File: src/rtl/regfile_write_arbiter.sv
// Round-robin write-port arbiter for the 32 x 32-bit register bank, with a one-cycle registered issue stage.
// Optional same-cycle read bypass of the issuing write is enabled by defining REGFILE_WR_BYPASS_EN.
module regfile_write_arbiter #(
  parameter int NUM_REGS    = 32,
  parameter int ADDR_W      = $clog2(NUM_REGS),
  parameter int DATA_W      = 32,
  parameter bit ZERO_REG_RO = 1'b1,
  parameter int CNT_W       = 16
) (
  input  logic                clk,
  input  logic                reset,
  input  logic                r0_valid,
  input  logic [ADDR_W-1:0]   r0_addr,
  input  logic [DATA_W-1:0]   r0_data,
  output logic                r0_ready,
  input  logic                r1_valid,
  input  logic [ADDR_W-1:0]   r1_addr,
  input  logic [DATA_W-1:0]   r1_data,
  output logic                r1_ready,
  input  logic                freeze,
`ifdef REGFILE_WR_BYPASS_EN
  input  logic [ADDR_W-1:0]   rd_addr,
  output logic                rd_hit,
  output logic [DATA_W-1:0]   rd_fwd_data,
`endif
  output logic                wr_en,
  output logic [NUM_REGS-1:0] wr_sel,
  output logic [DATA_W-1:0]   wr_data,
  output logic                last_grant,
  output logic [CNT_W-1:0]    conflict_cnt
);

  localparam logic [NUM_REGS-1:0] SEL_ONE = {{(NUM_REGS-1){1'b0}}, 1'b1};

  logic                wr_en_q, wr_en_d;
  logic [NUM_REGS-1:0] wr_sel_q, wr_sel_d;
  logic [DATA_W-1:0]   wr_data_q, wr_data_d;
  logic                last_grant_q, last_grant_d;
  logic [CNT_W-1:0]    conflict_cnt_q, conflict_cnt_d;
  logic                acc0, acc1;
  logic [ADDR_W-1:0]   win_addr;
  logic [DATA_W-1:0]   win_data;
`ifdef REGFILE_WR_BYPASS_EN
  logic [ADDR_W-1:0]   wr_addr_q, wr_addr_d;
`endif

  // Contested cycles go to the requester that did not win last; reset forces both readys low.
  always_comb begin
    r0_ready = 1'b0;
    r1_ready = 1'b0;
    if (reset && !freeze) begin
      if (r0_valid && r1_valid) begin
        r0_ready = last_grant_q;
        r1_ready = !last_grant_q;
      end else begin
        r0_ready = r0_valid;
        r1_ready = r1_valid;
      end
    end
  end

  always_comb begin
    acc0           = r0_valid && r0_ready;
    acc1           = r1_valid && r1_ready;
    win_addr       = acc1 ? r1_addr : r0_addr;
    win_data       = acc1 ? r1_data : r0_data;
    wr_en_d        = 1'b0;
    wr_sel_d       = '0;
    wr_data_d      = wr_data_q;
    last_grant_d   = last_grant_q;
    conflict_cnt_d = conflict_cnt_q;
`ifdef REGFILE_WR_BYPASS_EN
    wr_addr_d      = wr_addr_q;
`endif
    if (acc0 || acc1) begin
      last_grant_d = acc1;
      // A write to r0 is consumed here but never reaches the bank.
      if (!(ZERO_REG_RO && (win_addr == '0))) begin
        wr_en_d   = 1'b1;
        wr_sel_d  = SEL_ONE << win_addr;
        wr_data_d = win_data;
`ifdef REGFILE_WR_BYPASS_EN
        wr_addr_d = win_addr;
`endif
      end
    end
    if (r0_valid && r1_valid && (conflict_cnt_q != '1)) begin
      conflict_cnt_d = conflict_cnt_q + 1'b1;
    end
  end

  always_ff @(posedge clk or negedge reset) begin
    if (!reset) begin
      wr_en_q        <= 1'b0;
      wr_sel_q       <= '0;
      wr_data_q      <= '0;
      last_grant_q   <= 1'b1;
      conflict_cnt_q <= '0;
`ifdef REGFILE_WR_BYPASS_EN
      wr_addr_q      <= '0;
`endif
    end else begin
      wr_en_q        <= wr_en_d;
      wr_sel_q       <= wr_sel_d;
      wr_data_q      <= wr_data_d;
      last_grant_q   <= last_grant_d;
      conflict_cnt_q <= conflict_cnt_d;
`ifdef REGFILE_WR_BYPASS_EN
      wr_addr_q      <= wr_addr_d;
`endif
    end
  end

  assign wr_en        = wr_en_q;
  assign wr_sel       = wr_sel_q;
  assign wr_data      = wr_data_q;
  assign last_grant   = last_grant_q;
  assign conflict_cnt = conflict_cnt_q;

`ifdef REGFILE_WR_BYPASS_EN
  assign rd_hit      = wr_en_q && (rd_addr == wr_addr_q);
  assign rd_fwd_data = rd_hit ? wr_data_q : '0;
`endif

  // Requesters must hold their write until it is accepted.
  r0_hold_a: assert property (@(posedge clk) disable iff (!reset)
    (r0_valid && !r0_ready) |=> r0_valid);
  r1_hold_a: assert property (@(posedge clk) disable iff (!reset)
    (r1_valid && !r1_ready) |=> r1_valid);

endmodule

File: config.mk
export PLATFORM = sky130hd
export DESIGN_NAME = regfile_write_arbiter
export DESIGN_NICKNAME = d
export VERILOG_FILES = /design/src/rtl/regfile_write_arbiter.sv
export SDC_FILE = /design/constraint.sdc
export NUM_CORES = 1
export LEC_CHECK = 0
export CAP_MARGIN = 20
export CORE_MARGIN = 2
export CORE_UTILIZATION = 42
export DETAILED_ROUTE_END_ITERATION = 10
export HOLD_SLACK_MARGIN = 0.02
export PLACE_DENSITY = 0.8
export SLEW_MARGIN = 20
export SYNTH_ARGS = -nofsm -noshare
export SYNTH_HDL_FRONTEND = slang
export SYNTH_SLANG_ARGS = --single-unit
File: constraint.sdc
create_clock -name clk -period 2.1 [get_ports clk]
set_clock_uncertainty 0.15 [all_clocks]
set_input_delay 0.315 -clock clk [delete_from_list [all_inputs] [get_ports clk]]
set_output_delay 0.315 -clock clk [all_outputs]
set_load 0.1 [all_outputs]
==> results of run 1 <==
-- routing by layer --
metal	wire, um	GRT usage	part of all wire
met1	3830	0.240	0.41
met3	544	0.0489	0.058
met2	4770	0.356	0.51
met5	0	0	0
met4	156	0.0598	0.017
-- cells by family (layout without fill, tap and decap cells) --
kind of cell    count (synthesis)  in the layout  share of synthesized area
fa+ha+maj                       1              1                    0.00340
buf+inv                        17            216                     0.0241
flops                          82             82                      0.558
compound gates                 23             23                     0.0432
mux                            34             34                      0.104
xor+xnor                       12             12                     0.0286
simple gates                  195            195                      0.238
other cells                     1              1                    0.00102
-- power by group --
group	internal (mW)	switching, mW	leakage (nW)
clock network	0.456	0.534	0.0814
registers	1.81	0.182	1.03
logic	0.644	1.85	1.60
-- area by class of cell --
class	count	area share
sequential	82	0.365
clock buffer	11	0.0246
multi-input combinational	266	0.274
clock inverter	4	0.00501
timing repair buffer	197	0.304
tap	108	0.0235
inverter	4	0.00349
-- what timing repair did --
| item | 4_1_cts | 5_1_grt |
|---|---|---|
| resized for setup | 1 | 2 |
| hold buffers | 0 | 1 |
| endpoints found under the hold margin | 0 | 37 |
| setup endpoints to repair | 1 | 23 |
-- placed cells by master, fill, tap and decap left out, types with 2 or more instances in the layout --
master / netlist / routed
nor3b_1: 5 / 5
nand4_1: 5 / 5
inv_1: 3 / 3
nor4b_1: 2 / 2
mux2_1: 2 / 2
a31oi_1: 7 / 7
o21a_1: 2 / 2
nor4_2: 0 / 2
buf_12: 0 / 5
clkdlybuf4s50_1: 0 / 76
mux2_2: 31 / 31
nand2_1: 113 / 112
o21ai_1: 3 / 3
dfrtp_2: 0 / 7
clkinvlp_4: 0 / 2
a21oi_1: 6 / 5
nor3_1: 6 / 6
xnor2_1: 6 / 6
nor2b_1: 3 / 3
nand3_1: 11 / 11
and3_1: 3 / 3
xor2_1: 6 / 6
nor2_1: 37 / 37
dfrtp_1: 81 / 65
buf_4: 0 / 113
dfrtp_4: 0 / 9
clkbuf_8: 0 / 10
-- flip-flops by register name (all words and copies together), names as in the netlist --
name / flops
wr_en: 1
conflict_cnt: 16
wr_sel: 32
last_grant: 1
wr_data: 32
-- worst max-delay path, stage by stage (launching register included) --
cell	delay, ps
dfstp_4	670
nand2_4	60
nand3_4	80
inv_6	50
a311oi_4	320
buf_12	240
mux2_2	360
-- how the worst min path moves through the flow --
stage,depth (start not counted),slack [ps],end
finish,1,350,conflict_cnt[14]
global route,1,360,conflict_cnt[14]
CTS,2,130,wr_sel[2]
detailed placement,1,330,conflict_cnt[14]
global placement,1,320,wr_data[2]
floorplan,0,-130,conflict_cnt[10]
-- through the flow --
stage | power, mW | std cells | util | worst slack, ps | hold WS (ps)
6_report | 5.47 | 672 | 0.668 | 30.0 | 349
5_1_grt | 5.68 | 672 | 0.668 | -23.4 | 358
4_1_cts | 5.51 | 670 | 0.664 | 2.84 | 132
3_5_place_dp | 4.52 | 655 | 0.644 | -320 | 335
3_3_place_gp | 4.47 | 655 | 0.644 | -261 | 322
2_1_floorplan | 3.80 | 365 | - | -144 | -131
==> impl_results.md, run 1 <==
* CP arrival at about 2100 ps
* Vias in the first global route at ~3300
* Crit path capture type: register
* Clock Path Buffers at 2
* Synth area leaders: dfrtp_1 55%, nand2_1 12%, mux2_2 9.5%
* Area leader, netlist: dfrtp_1
* Initial Utilization at 0.428
* DP HPWL at ~7 mm
* Max Cap Viol at 0
* DR vias/cell at 4.88
* Sequential share of the synthesized area at 0.558
* CTS tree: done
* Hold_sp: conflict_cnt[14]
* Reg2reg end: wr_data[6]
* R2R Setup Slk at 30 ps
* Final period demand of the worst path at 2070 ps
* End of the critical path: wr_data[6]
* Avg WL per Cell at 13.8 um
* Router iterations before antenna repair at 4
* Crit path from: last_grant
* Async set-reset flop share out of synthesis at 1.00
* DRT iter0 DRCs at 106
* Total track usage at 0.200
* CTS buffer count at 9
* Path depth of the worst reg2reg path at 6
* Final period util at 0.986
* Final hold violation count at 0
* DRC viols at 0
* Actual slew at the worst max-slew pin at 510 ps
* Max frequency at just under 0.5 GHz
* Layout Nets at 640
* Post-CTS setup buffer count at 0
* Crit-path max FO at 33
* N_diodes at 0
* Die area at 9520 um^2
* RSZ-0062 raised after global routing: true
* Power per cell area at 953 nW/um^2
* Total negative setup slack at 0 ps
* Syn_nets at 445
* Top cells by count, synth: 113 x nand2_1, 81 x dfrtp_1, 37 x nor2_1
* CTS Sinks at 82
* Fin area at around 5700 um^2
* Layout cells sized above 1 at 0.340
* Total Wirelength at 9.30 mm
* First-pass GRT wire length at 15.3 mm
* Final setup fails at 0
* Req. time, crit path at about 2200 ps
* H-tree levels at 3
* GRT overflow at 0
* WS Path Type: register to register
* Reg-to-reg critical path startpoint: last_grant
* DIE WIDTH at a little under 100 um
* DP Area at ~5500 um^2
* Combined area of the multi-input logic cells at 1570 um^2
* Num ports at 163
* CORE AREA at ~8600 um^2
* Max Slew Vio Count at 0
* GPL Wtd Cong at 0.839
* Setup crit start kind: register
* Most frequent cell after synthesis: nand2_1
* Worst vdd ir at slightly above 0.7 mV
* Die height at approximately 98 um
* Fillers at 667
* Hold Crit Class: register to register
* # rows at 34
* Post-synthesis cell count at approximately 370
* Flops & latches, synth at 82
* Avg Cell Area, Syn at 10.1 um^2
* Lkg Pwr at 2.71 nW
* Initial antenna violation count at 0
* Post-synth EDFFs at 0
* Clock-pin slew on the worst setup and hold paths at 80 ps
* Cell variety after synth at 40
* Port Buf Inserts at between 150 and 200
* Pin count of the biggest net entering global routing at 83
* Clk_lat worst skew at 340 ps
* Vias at 3277
* Status: complete, no violations
* Area grow syn2layout at 56.2%
* Yosys warnings at 0
* Rel. slew slack at 0.657
* Synthesized cell area at 3680 um^2
* Top_reg_cell synth: dfrtp_1
* Sequential standard cell area at 2100 um^2
* Antenna-violating nets left at 0
* Synth top area share at 0.551
* Root Driver: clkbuf_8
No activity file was read; power rests on OpenSTA's default activity.
==> run 2, diff against run 1 <==
--- a/config.mk
+++ b/config.mk
@@ -9,6 +9,7 @@
 export CORE_MARGIN = 2
 export CORE_UTILIZATION = 42
 export DETAILED_ROUTE_END_ITERATION = 10
+export GPL_TIMING_DRIVEN = 0
 export HOLD_SLACK_MARGIN = 0.02
 export PLACE_DENSITY = 0.8
 export SLEW_MARGIN = 20
==> run 2 against run 1 <==
  * Core utilization up 2.0 points
  * Final cell count down 1.2%
  * Worst setup slack worse by 28 ps
  * Via count up 2.1%
  * First-iteration DRC count down 6.6%
  * Clock power up 20%
  * Die area unchanged
==> impl_results.md, run 2 (synthesized netlist as in run 1, its figures left out) <==
* Total track usage at 0.221 (+0.0207)
* Final period util at 0.999 (+0.0132)
* Antenna-violating nets left at 0 (unchanged)
* Final period demand of the worst path at 2100 ps (+27.8 ps)
* WS Path Type: register to register
* Sequential power share at 0.349 (-0.015)
* Num ports at 163 (unchanged)
* Power per cell area at 953 nW/um^2 (about the same)
* Die area at 9520 um^2 (unchanged)
* Internal power at 3.01 mW (+3.4%)
* Die height at 97.6 um (unchanged)
* Layout cells sized above 1 at 0.214 (-0.126)
* DP Area at 5550 um^2 (+0.27%)
* Total Wirelength at 10.4 mm (+12%)
* Hold Path Depth at 1 (unchanged)
* Hold endpoint: conflict_cnt[9]
* CP delay by family, top: flip-flops
* Clk_lat worst skew at 350 ps (about the same)
* Final WS setup at 2.14 ps (-27.8 ps)
* Critical path's largest stage delay at 650 ps (-20 ps)
* Router iterations before antenna repair at 5 (+1)
* R2R Setup Slk at 2 ps (-30 ps)
* DP HPWL at 7.31 mm (+3.0%)
* DRT iter0 DRCs at 99 (-6.6%)
* Final setup fails at 0 (unchanged)
* CP max-delay cell: dfstp_4
* CP arrival at 2170 ps (+30 ps)
* Pin count of the biggest net entering global routing at 33 (-60%)
* Vias at 3346 (+2.1%)
* H-tree levels at 3 (unchanged)
* Rel. slew slack at 0.337 (-0.319)
* Root Driver: clkbuf_8
* Req. time, crit path at 2180 ps (about the same)
* Clock-pin slew on the worst setup and hold paths at 90 ps (about the same)
* Avg WL per Cell at 15.6 um (+13%)
* N_diodes at 0 (unchanged)
* DIE WIDTH at 97.6 um (unchanged)
* Max Slew Vio Count at 0 (unchanged)
* Vias in the first global route at 3347 (+1.3%)
* Buffers & Inverters on Critical Path at 3 (+1)
* Reg2reg end: wr_data[16]
* Fillers at 668 (+0.15%)
* Comb pwr share at 0.439 (-0.016)
* Max frequency at 0.477 GHz (-1.3%)
* DP Worst Slack at -1320 ps (-1000 ps)
* Clock Path Buffers at 2 (unchanged)
* Lkg Pwr at 2.82 nW (+3.9%)
* CORE AREA at 8590 um^2 (unchanged)
* DRC viols at 0 (unchanged)
* Port Buf Inserts at 162 (unchanged)
* Fin area at 5920 um^2 (+3.0%)
* Layout Nets at 631 (-1.4%)
* Final hold slack at 354 ps (+4.30 ps)
* CTS buffer count at 9 (unchanged)
* Path depth of the worst reg2reg path at 7 (+1)
* DR vias/cell at 5.04 (+3.3%)
* # rows at 34 (unchanged)
* Reg-to-reg critical path startpoint: last_grant
* CTS Sinks at 82 (unchanged)
* Area grow syn2layout at 60.9%
* Initial Utilization at 0.428 (unchanged)
* RSZ-0062 raised after global routing: true
* Status: complete, no violations
* Total power at 5.64 mW (+3.1%)
* First-pass GRT wire length at 16.8 mm (+9.5%)
* Crit-path max FO at 10 (-70%)
* Final hold violation count at 0 (unchanged)
* GPL Wtd Cong at 0.856 (+2.0%)
* Hold Crit Class: register to register
* Max Cap Viol at 0 (unchanged)
* GRT overflow at 0 (unchanged)
* Setup crit start kind: register
* Clock power frac at 0.211 (+0.030)
* Switching pwr at 2.63 mW (+2.8%)
* Most frequent cells in the layout: 112 x nand2_1, 75 x clkdlybuf4s50_1, 65 x dfrtp_1, 63 x dlygate4sd2_1, 37 x nor2_1
* Crit path capture type: register
* Critical-path cell list: nand2_4 -> nand3_4 -> inv_8 -> a311oi_4 -> buf_6 -> buf_8 -> mux2_2
* Sw Share at 0.467 (-0.00147)
* Actual slew at the worst max-slew pin at 998 ps (+488 ps)
* CTS tree: done
* Hold_sp: conflict_cnt[9]
* Worst vdd ir at 0.557 mV (-23%)
* Initial antenna violation count at 0 (unchanged)
* Commonest non-fill, non-tap cell in the layout: nand2_1
* Total negative setup slack at 0 ps (unchanged)
run 2: cell types whose count changed in the layout (fill, tap and decap cells not counted), sizes merged, moves of 2 or more:
cell	before	now
inv	4	6
dlygate4sd3	1	3
clkbuf	11	26
buf	119	15
bufbuf	0	2
clkdlybuf4s15	0	14
dlygate4sd2	0	63
run 2: layout make-up:
| cell class | instances | area (um^2) | share of cell area |
|---|---|---|---|
| Tap cell | 108 | 135 | 0.0228 |
| Buffer | 12 | 98.8 | 0.0167 |
| Multi-Input combinational cell | 266 | 1600 | 0.271 |
| Inverter | 4 | 22.5 | 0.00380 |
| Sequential cell | 82 | 2100 | 0.355 |
| Clock inverter | 6 | 72.6 | 0.0123 |
| Timing Repair Buffer | 176 | 1750 | 0.296 |
| Clock buffer | 10 | 138 | 0.0233 |
run 2: worst register-to-register path, cell delays in order (launching register included):
cell	delay, ps
dfstp_4	650
nand2_4	50
nand3_4	100
inv_8	60
a311oi_4	290
buf_6	190
buf_8	150
mux2_2	350
run 2: timing repair:
item / CTS / global route
hold buffers: 4 / 0
pin swaps: 1 / 1
endpoints found under the setup margin: 148 / 74
resized for setup: 127 / 33
buffers inserted: 2 / 4
hold endpoints to repair: 50 / 0
gates cloned: 2 / 1
run 2: layer usage:
metal / up-vias / share of wire / wire length, um / GRT usage
met5: - / 0 / 0 / 0
met4: 0 / 0.026 / 267 / 0.0726
li1: 1587 / - / - / -
met1: 1589 / 0.39 / 4090 / 0.269
met2: 148 / 0.50 / 5240 / 0.376
met3: 22 / 0.076 / 784 / 0.0655
run 2: per-stage QoR:
stage | cells | util
finish | 664 | 0.689
floorplan | 365 | -
global route | 664 | 0.689
global placement | 635 | 0.643
CTS | 660 | 0.680
detailed placement | 636 | 0.646
run 2: worst max path at each step:
stage                      from                to  depth (start not counted)
2_1_floorplan        last_grant       wr_data[10]                          6
3_3_place_gp              reset          r1_ready                          6
3_5_place_dp              reset          r1_ready                          7
4_1_cts        conflict_cnt[14]  conflict_cnt[14]                          1
5_1_grt              last_grant       wr_data[16]                          7
6_report             last_grant       wr_data[16]                          7
run 2: power by group through the flow:
stage                     clock [mW]  sequential [mW]  combinational [mW]
after floorplan                    0             3.45               0.360
after global placement             0             1.99                2.50
after detailed placement           0             2.00                2.54
after CTS                       1.21             1.97                2.46
after global routing            1.29             2.01                2.57
final                           1.19             1.97                2.48
